## config.mk

```make
export PLATFORM = sky130hd
export DESIGN_NAME = tdm_demux_1x4
export DESIGN_NICKNAME = d
export VERILOG_FILES = /design/src/rtl/tdm_demux_1x4.sv
export SDC_FILE = /design/constraint.sdc
export NUM_CORES = 1
export LEC_CHECK = 0
export ABC_CLOCK_PERIOD_IN_PS = 1850
export CAP_MARGIN = 20
export CORE_MARGIN = 2
export CORE_UTILIZATION = 35
export CTS_CLUSTER_SIZE = 12
export DETAILED_ROUTE_END_ITERATION = 10
export GPL_ROUTABILITY_DRIVEN = 0
export SLEW_MARGIN = 20
export SYNTH_ARGS = -nofsm -noshare
export SYNTH_HDL_FRONTEND = slang
export SYNTH_SLANG_ARGS = --single-unit
```

## constraint.sdc

```tcl
create_clock -name clk -period 1.85 [get_ports clk]
set_input_delay 0.185 -clock clk [delete_from_list [all_inputs] [get_ports clk]]
set_output_delay 0.185 -clock clk [all_outputs]
set_load 0.02 [all_outputs]
```

## src/rtl/tdm_demux_1x4.sv

```systemverilog
// rtl/tdm_demux_1x4.sv - 4-channel TDM demultiplexer with SOF alignment, gap timeout and lock tracking.
module tdm_demux_1x4 #(
    parameter int WIDTH     = 4,
    parameter int GAP_LIMIT = 15
) (
    input  logic             clk,
    input  logic             rst,
    input  logic             in_valid,
    input  logic             in_sof,
    input  logic [WIDTH-1:0] in_data,
    output logic [WIDTH-1:0] d1,
    output logic [WIDTH-1:0] d2,
    output logic [WIDTH-1:0] d3,
    output logic [WIDTH-1:0] d4,
    output logic             frame_valid,
    output logic [1:0]       slot,
    output logic             locked,
    output logic             sync_err,
    output logic             timeout_err
);

    localparam int GAP_W = $clog2(GAP_LIMIT + 1);

    typedef enum logic [1:0] {
        HUNT    = 2'd0,
        COLLECT = 2'd1,
        ALIGNED = 2'd2
    } state_t;

    state_t             state, state_next;
    logic [GAP_W-1:0]   gap, gap_next, gap_inc;
    logic [WIDTH-1:0]   shadow      [0:2];
    logic [WIDTH-1:0]   shadow_next [0:2];
    logic [WIDTH-1:0]   d1_next, d2_next, d3_next, d4_next;
    logic [1:0]         slot_next;
    logic               frame_valid_next, locked_next, sync_err_next, timeout_err_next;
    logic               accept_sof, accept_data, gap_hit;

    assign accept_sof  = in_valid && in_sof;
    assign accept_data = in_valid && !in_sof;
    // Saturating increment; gap_hit fires when this idle cycle would reach the limit.
    assign gap_inc     = (gap == {GAP_W{1'b1}}) ? gap : gap + GAP_W'(1);
    assign gap_hit     = (gap_inc >= GAP_W'(GAP_LIMIT));

    always_ff @(posedge clk) begin
        if (rst) begin
            state       <= HUNT;
            slot        <= 2'd0;
            gap         <= '0;
            d1          <= '0;
            d2          <= '0;
            d3          <= '0;
            d4          <= '0;
            frame_valid <= 1'b0;
            locked      <= 1'b0;
            sync_err    <= 1'b0;
            timeout_err <= 1'b0;
            for (int i = 0; i < 3; i++) shadow[i] <= '0;
        end else begin
            state       <= state_next;
            slot        <= slot_next;
            gap         <= gap_next;
            d1          <= d1_next;
            d2          <= d2_next;
            d3          <= d3_next;
            d4          <= d4_next;
            frame_valid <= frame_valid_next;
            locked      <= locked_next;
            sync_err    <= sync_err_next;
            timeout_err <= timeout_err_next;
            for (int i = 0; i < 3; i++) shadow[i] <= shadow_next[i];
        end
    end

    always_comb begin
        state_next = state;
        case (state)
            HUNT: begin
                if (accept_sof) state_next = COLLECT;
            end
            COLLECT: begin
                if (accept_data && slot == 2'd3)  state_next = ALIGNED;
                else if (!in_valid && gap_hit)    state_next = HUNT;
            end
            ALIGNED: begin
                if (accept_sof)       state_next = COLLECT;
                else if (accept_data) state_next = HUNT;
            end
            default: state_next = HUNT;
        endcase
    end

    always_comb begin
        slot_next        = slot;
        gap_next         = '0;
        d1_next          = d1;
        d2_next          = d2;
        d3_next          = d3;
        d4_next          = d4;
        frame_valid_next = 1'b0;
        locked_next      = locked;
        sync_err_next    = 1'b0;
        timeout_err_next = 1'b0;
        for (int i = 0; i < 3; i++) shadow_next[i] = shadow[i];

        case (state)
            COLLECT: begin
                if (accept_sof) begin
                    // Early SOF restarts the frame with this word as slot 0.
                    sync_err_next  = 1'b1;
                    locked_next    = 1'b0;
                    shadow_next[0] = in_data;
                    slot_next      = 2'd1;
                end else if (accept_data) begin
                    if (slot == 2'd3) begin
                        d1_next          = shadow[0];
                        d2_next          = shadow[1];
                        d3_next          = shadow[2];
                        d4_next          = in_data;
                        frame_valid_next = 1'b1;
                        locked_next      = 1'b1;
                        slot_next        = 2'd0;
                    end else begin
                        for (int i = 0; i < 3; i++)
                            if (slot == 2'(i)) shadow_next[i] = in_data;
                        slot_next = slot + 2'd1;
                    end
                end else if (gap_hit) begin
                    timeout_err_next = 1'b1;
                    locked_next      = 1'b0;
                    slot_next        = 2'd0;
                end else begin
                    gap_next = gap_inc;
                end
            end
            default: begin
                slot_next = 2'd0;
                if (accept_sof) begin
                    shadow_next[0] = in_data;
                    slot_next      = 2'd1;
                end else if (accept_data && state == ALIGNED) begin
                    sync_err_next = 1'b1;
                    locked_next   = 1'b0;
                end
            end
        endcase
    end

endmodule

```

==> results of run 1 <==
## per-layer routing
metal | GRT usage [%] | vias up | routed length, um
met5 | 0 | - | 0
met4 | 5.56 | 0 | 48
met3 | 3.75 | 4 | 138
met2 | 21.4 | 24 | 1420
met1 | 18.0 | 592 | 1610
li1 | - | 700 | -
## cells by family after synthesis
| logic type | count (synthesis) | share of synthesized area, % |
|---|---|---|
| buf+inv | 14 | 4.87 |
| fa+ha+maj | 5 | 3.81 |
| compound gates | 38 | 13.6 |
| mux | 9 | 5.48 |
| simple gates | 77 | 22.4 |
| flops | 40 | 48.7 |
| xor+xnor | 2 | 1.07 |
## final timing paths
path,cells after the start,slack (ps),startpoint,to
hold / removal,2,450,shadow[0][7]$_SDFFE_PP0P_,d2[3]$_SDFFE_PP0P_
setup / recovery,5,220,gap[0]$_SDFF_PP0_,state[0]$_SDFFE_PP0P_
hold reg to reg,2,450,shadow[0][7]$_SDFFE_PP0P_,d2[3]$_SDFFE_PP0P_
setup reg to reg,5,220,gap[0]$_SDFF_PP0_,state[0]$_SDFFE_PP0P_
## power groups by stage
stage / Combinational (mW) / Clock (mW) / Sequential [mW]
after floorplan: 0.0558 / 0 / 0.898
after global placement: 0.0987 / 0 / 0.898
after detailed placement: 0.0980 / 0 / 0.897
after CTS: 0.0989 / 0.562 / 0.877
after global routing: 0.109 / 0.598 / 0.879
final: 0.0976 / 0.542 / 0.877
## layout by cell type (no fill, tap or decap), types with 2 or more instances in the layout
cell / Yosys / final
clkdlybuf4s50_1: 0 / 29
mux2i_1: 9 / 9
inv_1: 5 / 5
nand3_1: 6 / 6
nand2_1: 40 / 40
o21ai_0: 4 / 4
clkbuf_8: 0 / 5
xnor2_1: 2 / 2
dfxtp_1: 40 / 40
nor2_1: 13 / 13
a21oi_1: 27 / 27
buf_4: 1 / 6
ha_1: 5 / 5
nand4_1: 3 / 3
nor3b_1: 2 / 2
## registers in the layout (all words and copies together), names as in the netlist
register / count
d2: 4
shadow: 12
d4: 4
sync_err: 1
state: 2
slot: 2
timeout_err: 1
frame_valid: 1
gap: 4
locked: 1
d1: 4
d3: 4
## layout make-up
type                    instances  share of cell area [%]
clock buffers                   5                    3.30
flip-flops and latches         40                    38.4
inverters                       5                   0.901
well taps                      52                    3.12
multi-input cells             131                    36.6
clock inverters                 2                   0.601
repair buffers                 36                    17.1
## critical path, delay by kind of cell, from the launching register on
kind / cells / cell delay, ps
AO/OA/AOI/OAI: 2 / 490
adder cells (fa/ha/maj): 1 / 260
XOR/XNOR: 1 / 110
flip-flops: 1 / 430
AND/OR/NAND/NOR: 1 / 240
==> flow_metrics.py, run 1 <==
metrics = {
    "yosys": {
        "synth_edf_count": 0,
        "yosys.area.top_type": "dfxtp_1",
        "postSynthRegisterBits": 40,
        "synth.avg_cell_area_um2": 8.88,
        "synthFlopType": "dfxtp_1",
        "async_reset_ff_share_pct": 0,
        "ys_types": 37,
        "synth_top_area_share_pct": 48.7,
        "netlist_area_um2": 1640,
        "synth.cells.most_frequent": "dfxtp_1, nand2_1, a21oi_1",
        "ys_seq_area_share_pct": 48.7,
        "synth_cells": 185,
        "syn-num-nets": 198,
        "synth_warnings": 0,
        "synthTopCellsByArea": "dfxtp_1, nand2_1, a21oi_1",
    },
    "global_routing": {
        "grt.total_usage_pct": 13.7,
        "antenna_found_initial": 0,
        "overflow": 0,
        "grt_pass1_wl_um": 5680,
        "grt_pass1_vias": 1274,
        "grt_max_degree": 31,
    },
    "placed_design": {
        "port_buffers": 29,
        "pre_cts_slack_ps": 98.0,
        "hpwl_um": 2270,
        "dpl.cell_count": 264,
        "placed_cell_area_um2": 2000,
    },
    "timing": {
        "rsz0062_at_grt": "no",
        "hold_viol": 0,
        "relSlewSlack_pct": 74.2,
        "holdWs_ps": 454,
        "min_period_ps": 1630,
        "fin_tns_setup_ps": 0,
        "fmax_mhz": 613,
        "setup_viol": 0,
        "slew_viol_final": 0,
        "fin_ws_ps": 220,
        "final.period_utilization_pct": 88.1,
        "worstMarginPinSlew_ps": 386,
        "finalClockSkew_ps": 6.35,
    },
    "worst_setup_path": {
        "crit_path_end_kind": "flop",
        "crit_slowest_cell": "dfxtp_1",
        "required_ps": 2020,
        "cp_max_fo": 5,
        "worstSetupPathType": "flop to flop",
        "path_cells": "ha_1 -> xnor2_1 -> o32ai_2 -> or3_4 -> o21ai_0",
        "crit_arrival_ps": 1800,
        "start_kind": "flop",
        "max_stage_delay_ps": 430,
    },
    "floorplanning": {
        "die-height_um": 72.5,
        "dieArea_um2": 5260,
        "core_um2": 4440,
        "row_count": 24,
        "die_x_um": 72.5,
        "boundaryPins": 30,
        "start_util_pct": 37.0,
    },
    "hold_path": {
        "hp-class": "flop to flop",
    },
    "finish": {
        "multi_input_area_um2": 762,
        "synthToLayoutAreaGrowth_pct": 26.8,
        "fin_nets": 232,
        "n_antenna_cell": 0,
        "fin_util_pct": 46.9,
        "seqCellArea_um2": 801,
        "drive_gt1_share_pct": 9.13,
        "design_area_um2": 2080,
        "fill_cells": 444,
        "fin_cells": 271,
    },
    "routing": {
        "drc_errors": 0,
        "wirelength_um": 3220,
        "vias": 1320,
        "drt_iter0_markers": 65,
        "viasPerCell": 4.87,
        "drt.antenna.violating_nets": 0,
        "drt-pass1-iter-count": 4,
        "wl_per_cell_um": 11.9,
    },
    "clocking": {
        "clock_path_buffers": 2,
        "post-cts-setup-buffer-count": 0,
        "cts.htree.levels": 2,
        "clock_sinks": 40,
        "cts_resized": 0,
        "clkTransAtPathRegs_ps": 80,
        "worst_skew_pair.late_latency_ps": 290,
        "cts_tree": "done",
        "cts_hold_buffers": 0,
        "cts_root_buffer": "clkbuf_8",
        "numCtsBuffers": 5,
    },
    "status": {
        "status": "finished, final reports clean",
    },
    "power_and_ir_drop": {
        "p_per_area_nw_per_um2": 728,
        "peakVddDrop_mv": 0.337,
        "leakagePower_nw": 0.770,
        "comb_power_share_pct": 6.4,
        "totalPowerFinal_mw": 1.52,
        "clkPwrFrac_pct": 35.7,
        "internal_power_mw": 1.17,
        "p_seq_share_pct": 57.8,
        "switching_share_pct": 22.9,
        "switchingPower_mw": 0.347,
    },
    "job": {
        "cap_violations": 0,
    },
}
No activity file was read; power rests on OpenSTA's default activity.
==> inputs of run 2 (changes only) <==
GPL_ROUTABILITY_DRIVEN = unset   (was 0)
==> results of run 2 <==
Same layout as run 1: the final DEF is identical, and so are final timing and power.
==> inputs of run 3 (changes only) <==
CELL_PAD_IN_SITES_DETAIL_PLACEMENT = 2   (was unset)
CELL_PAD_IN_SITES_GLOBAL_PLACEMENT = 2   (was unset)
CORE_ASPECT_RATIO = 0.5   (was unset)
CORE_UTILIZATION = 30   (was 35)
PLACE_DENSITY_LB_ADDON = 0.1   (was unset)
SKIP_CTS_REPAIR_TIMING = 1   (was unset)
==> run 3 against run 2 <==
  * Sequential cell count is the same
  * Power is 3.5% higher
  * Count of clock-buffer cells in the layout increased by 2
  * Critical endpoint unchanged
  * Largest cell class unchanged
==> flow_metrics.py, run 3 (synthesis results as in run 1) <==
metrics = {
    "worst_setup_path": {
        "max_stage_delay_ps": 460,
        "crit_slowest_cell": "dfxtp_1",
        "worstSetupPathType": "flop to flop",
        "cp_max_fo": 5,
        "start_kind": "flop",
        "crit_arrival_ps": 1880,
        "required_ps": 2020,
        "path_cells": "ha_1 -> xnor2_1 -> o32ai_2 -> or3_4 -> o21ai_0",
        "crit_path_end_kind": "flop",
    },
    "finish": {
        "regMostFlops": "shadow",
        "fin_nets": 236,
        "fin_util_pct": 41.9,
        "drive_gt1_share_pct": 10.7,
        "synthToLayoutAreaGrowth_pct": 29.9,
        "largest_reg_flops": 12,
        "n_antenna_cell": 0,
        "layout_common_cells": "nand2_1, dfxtp_1, clkdlybuf4s50_1",
        "fill_cells": 597,
    },
    "placed_design": {
        "port_buffers": 29,
        "hpwl_um": 3120,
        "pre_cts_slack_ps": 125,
        "place_congestion": 0.735,
    },
    "clocking": {
        "clock_sinks": 40,
        "clkTransAtPathRegs_ps": 80,
        "clock_path_buffers": 2,
        "worst_skew_pair.late_latency_ps": 290,
        "cts_root_buffer": "clkbuf_8",
        "cts.htree.levels": 2,
        "cts_tree": "done",
        "numCtsBuffers": 5,
    },
    "global_routing": {
        "grt_max_degree": 32,
        "overflow": 0,
        "grt_pass1_wl_um": 7610,
        "grt.total_usage_pct": 15.9,
        "grt_pass1_vias": 1503,
        "antenna_found_initial": 0,
    },
    "routing": {
        "wl_per_cell_um": 14.9,
        "drt_iter0_markers": 17,
        "wirelength_um": 4390,
        "drt.antenna.violating_nets": 0,
        "vias": 1432,
        "drc_errors": 0,
        "viasPerCell": 4.87,
        "drt-pass1-iter-count": 4,
    },
    "power_and_ir_drop": {
        "internal_power_mw": 1.19,
        "switchingPower_mw": 0.381,
        "clkPwrFrac_pct": 37.2,
        "p_per_area_nw_per_um2": 736,
        "leakagePower_nw": 0.789,
        "p_seq_share_pct": 55.9,
        "switching_share_pct": 24.3,
        "comb_power_share_pct": 6.9,
        "peakVddDrop_mv": 0.266,
    },
    "timing": {
        "rsz0062_at_grt": "no",
        "fmax_mhz": 584,
        "finalClockSkew_ps": 9.09,
        "fin_ws_ps": 138,
        "worstMarginPinSlew_ps": 375,
        "hold_viol": 0,
        "relSlewSlack_pct": 75.0,
        "fin_tns_setup_ps": 0,
        "slew_viol_final": 0,
        "setup_viol": 0,
        "min_period_ps": 1710,
        "final.period_utilization_pct": 92.6,
    },
    "floorplanning": {
        "start_util_pct": 32.3,
        "boundaryPins": 30,
        "core_um2": 5090,
        "die-height_um": 56.3,
        "row_count": 18,
        "dieArea_um2": 6120,
        "die_x_um": 109,
    },
    "status": {
        "status": "finished, final reports clean",
    },
    "hold_path": {
        "hp-class": "flop to flop",
    },
    "job": {
        "cap_violations": 0,
    },
}
==> run 3: stage by stage <==
stage                     area [um2]  power, mW  hold slack, ps  instances
after CTS                       2130       1.60             462        294
after floorplan                 1640      0.954             261        185
final                           2130       1.57             459        294
after detailed placement        2040       1.00             450        286
after global placement          2040       1.00             443        286
after global routing            2130       1.66             476        294
==> run 3: critical path, delay by kind of cell, from the launching register on <==
kind	cells	cell delay, ps
xor gates and xnor gates	1	130
and+or+nand+nor	1	230
AOI/OAI and AO/OA	2	480
DFF	1	460
adders and majority gates	1	300
==> run 3: cell type report <==
| class | instances | area, um2 | area share, % |
|---|---|---|---|
| Clock buffer | 7 | 76.3 | 3.58 |
| Inverter | 5 | 18.8 | 0.880 |
| Multi-Input combinational cell | 131 | 768 | 36.0 |
| Sequential cell | 40 | 801 | 37.5 |
| Tap cell | 70 | 87.6 | 4.11 |
| Clock inverter | 1 | 8.76 | 0.411 |
| Timing Repair Buffer | 40 | 373 | 17.5 |
==> run 3: power groups by stage <==
stage | registers, mW | logic, mW | clock network [mW]
6_report | 0.877 | 0.108 | 0.584
5_1_grt | 0.879 | 0.122 | 0.655
4_1_cts | 0.877 | 0.109 | 0.609
3_5_place_dp | 0.898 | 0.107 | 0
3_3_place_gp | 0.897 | 0.105 | 0
2_1_floorplan | 0.898 | 0.0558 | 0
==> run 3: worst paths after layout <==
kind,from,endpoint,slack [ps],cells after the start
hold reg to reg,d2[0]$_SDFFE_PP0P_,d2[0]$_SDFFE_PP0P_,460,2
setup / recovery,gap[0]$_SDFF_PP0_,state[0]$_SDFFE_PP0P_,140,5
hold / removal,d2[0]$_SDFFE_PP0P_,d2[0]$_SDFFE_PP0P_,460,2
setup reg to reg,gap[0]$_SDFF_PP0_,state[0]$_SDFFE_PP0P_,140,5
==> run 3: per-layer routing <==
layer	track usage, %	vias to the layer above	part of all wire (%)
met3	4.53	2	3.1
met2	25.5	18	47
met5	0	-	0
met4	2.75	0	0.23
met1	21.6	709	50
li1	-	703	-
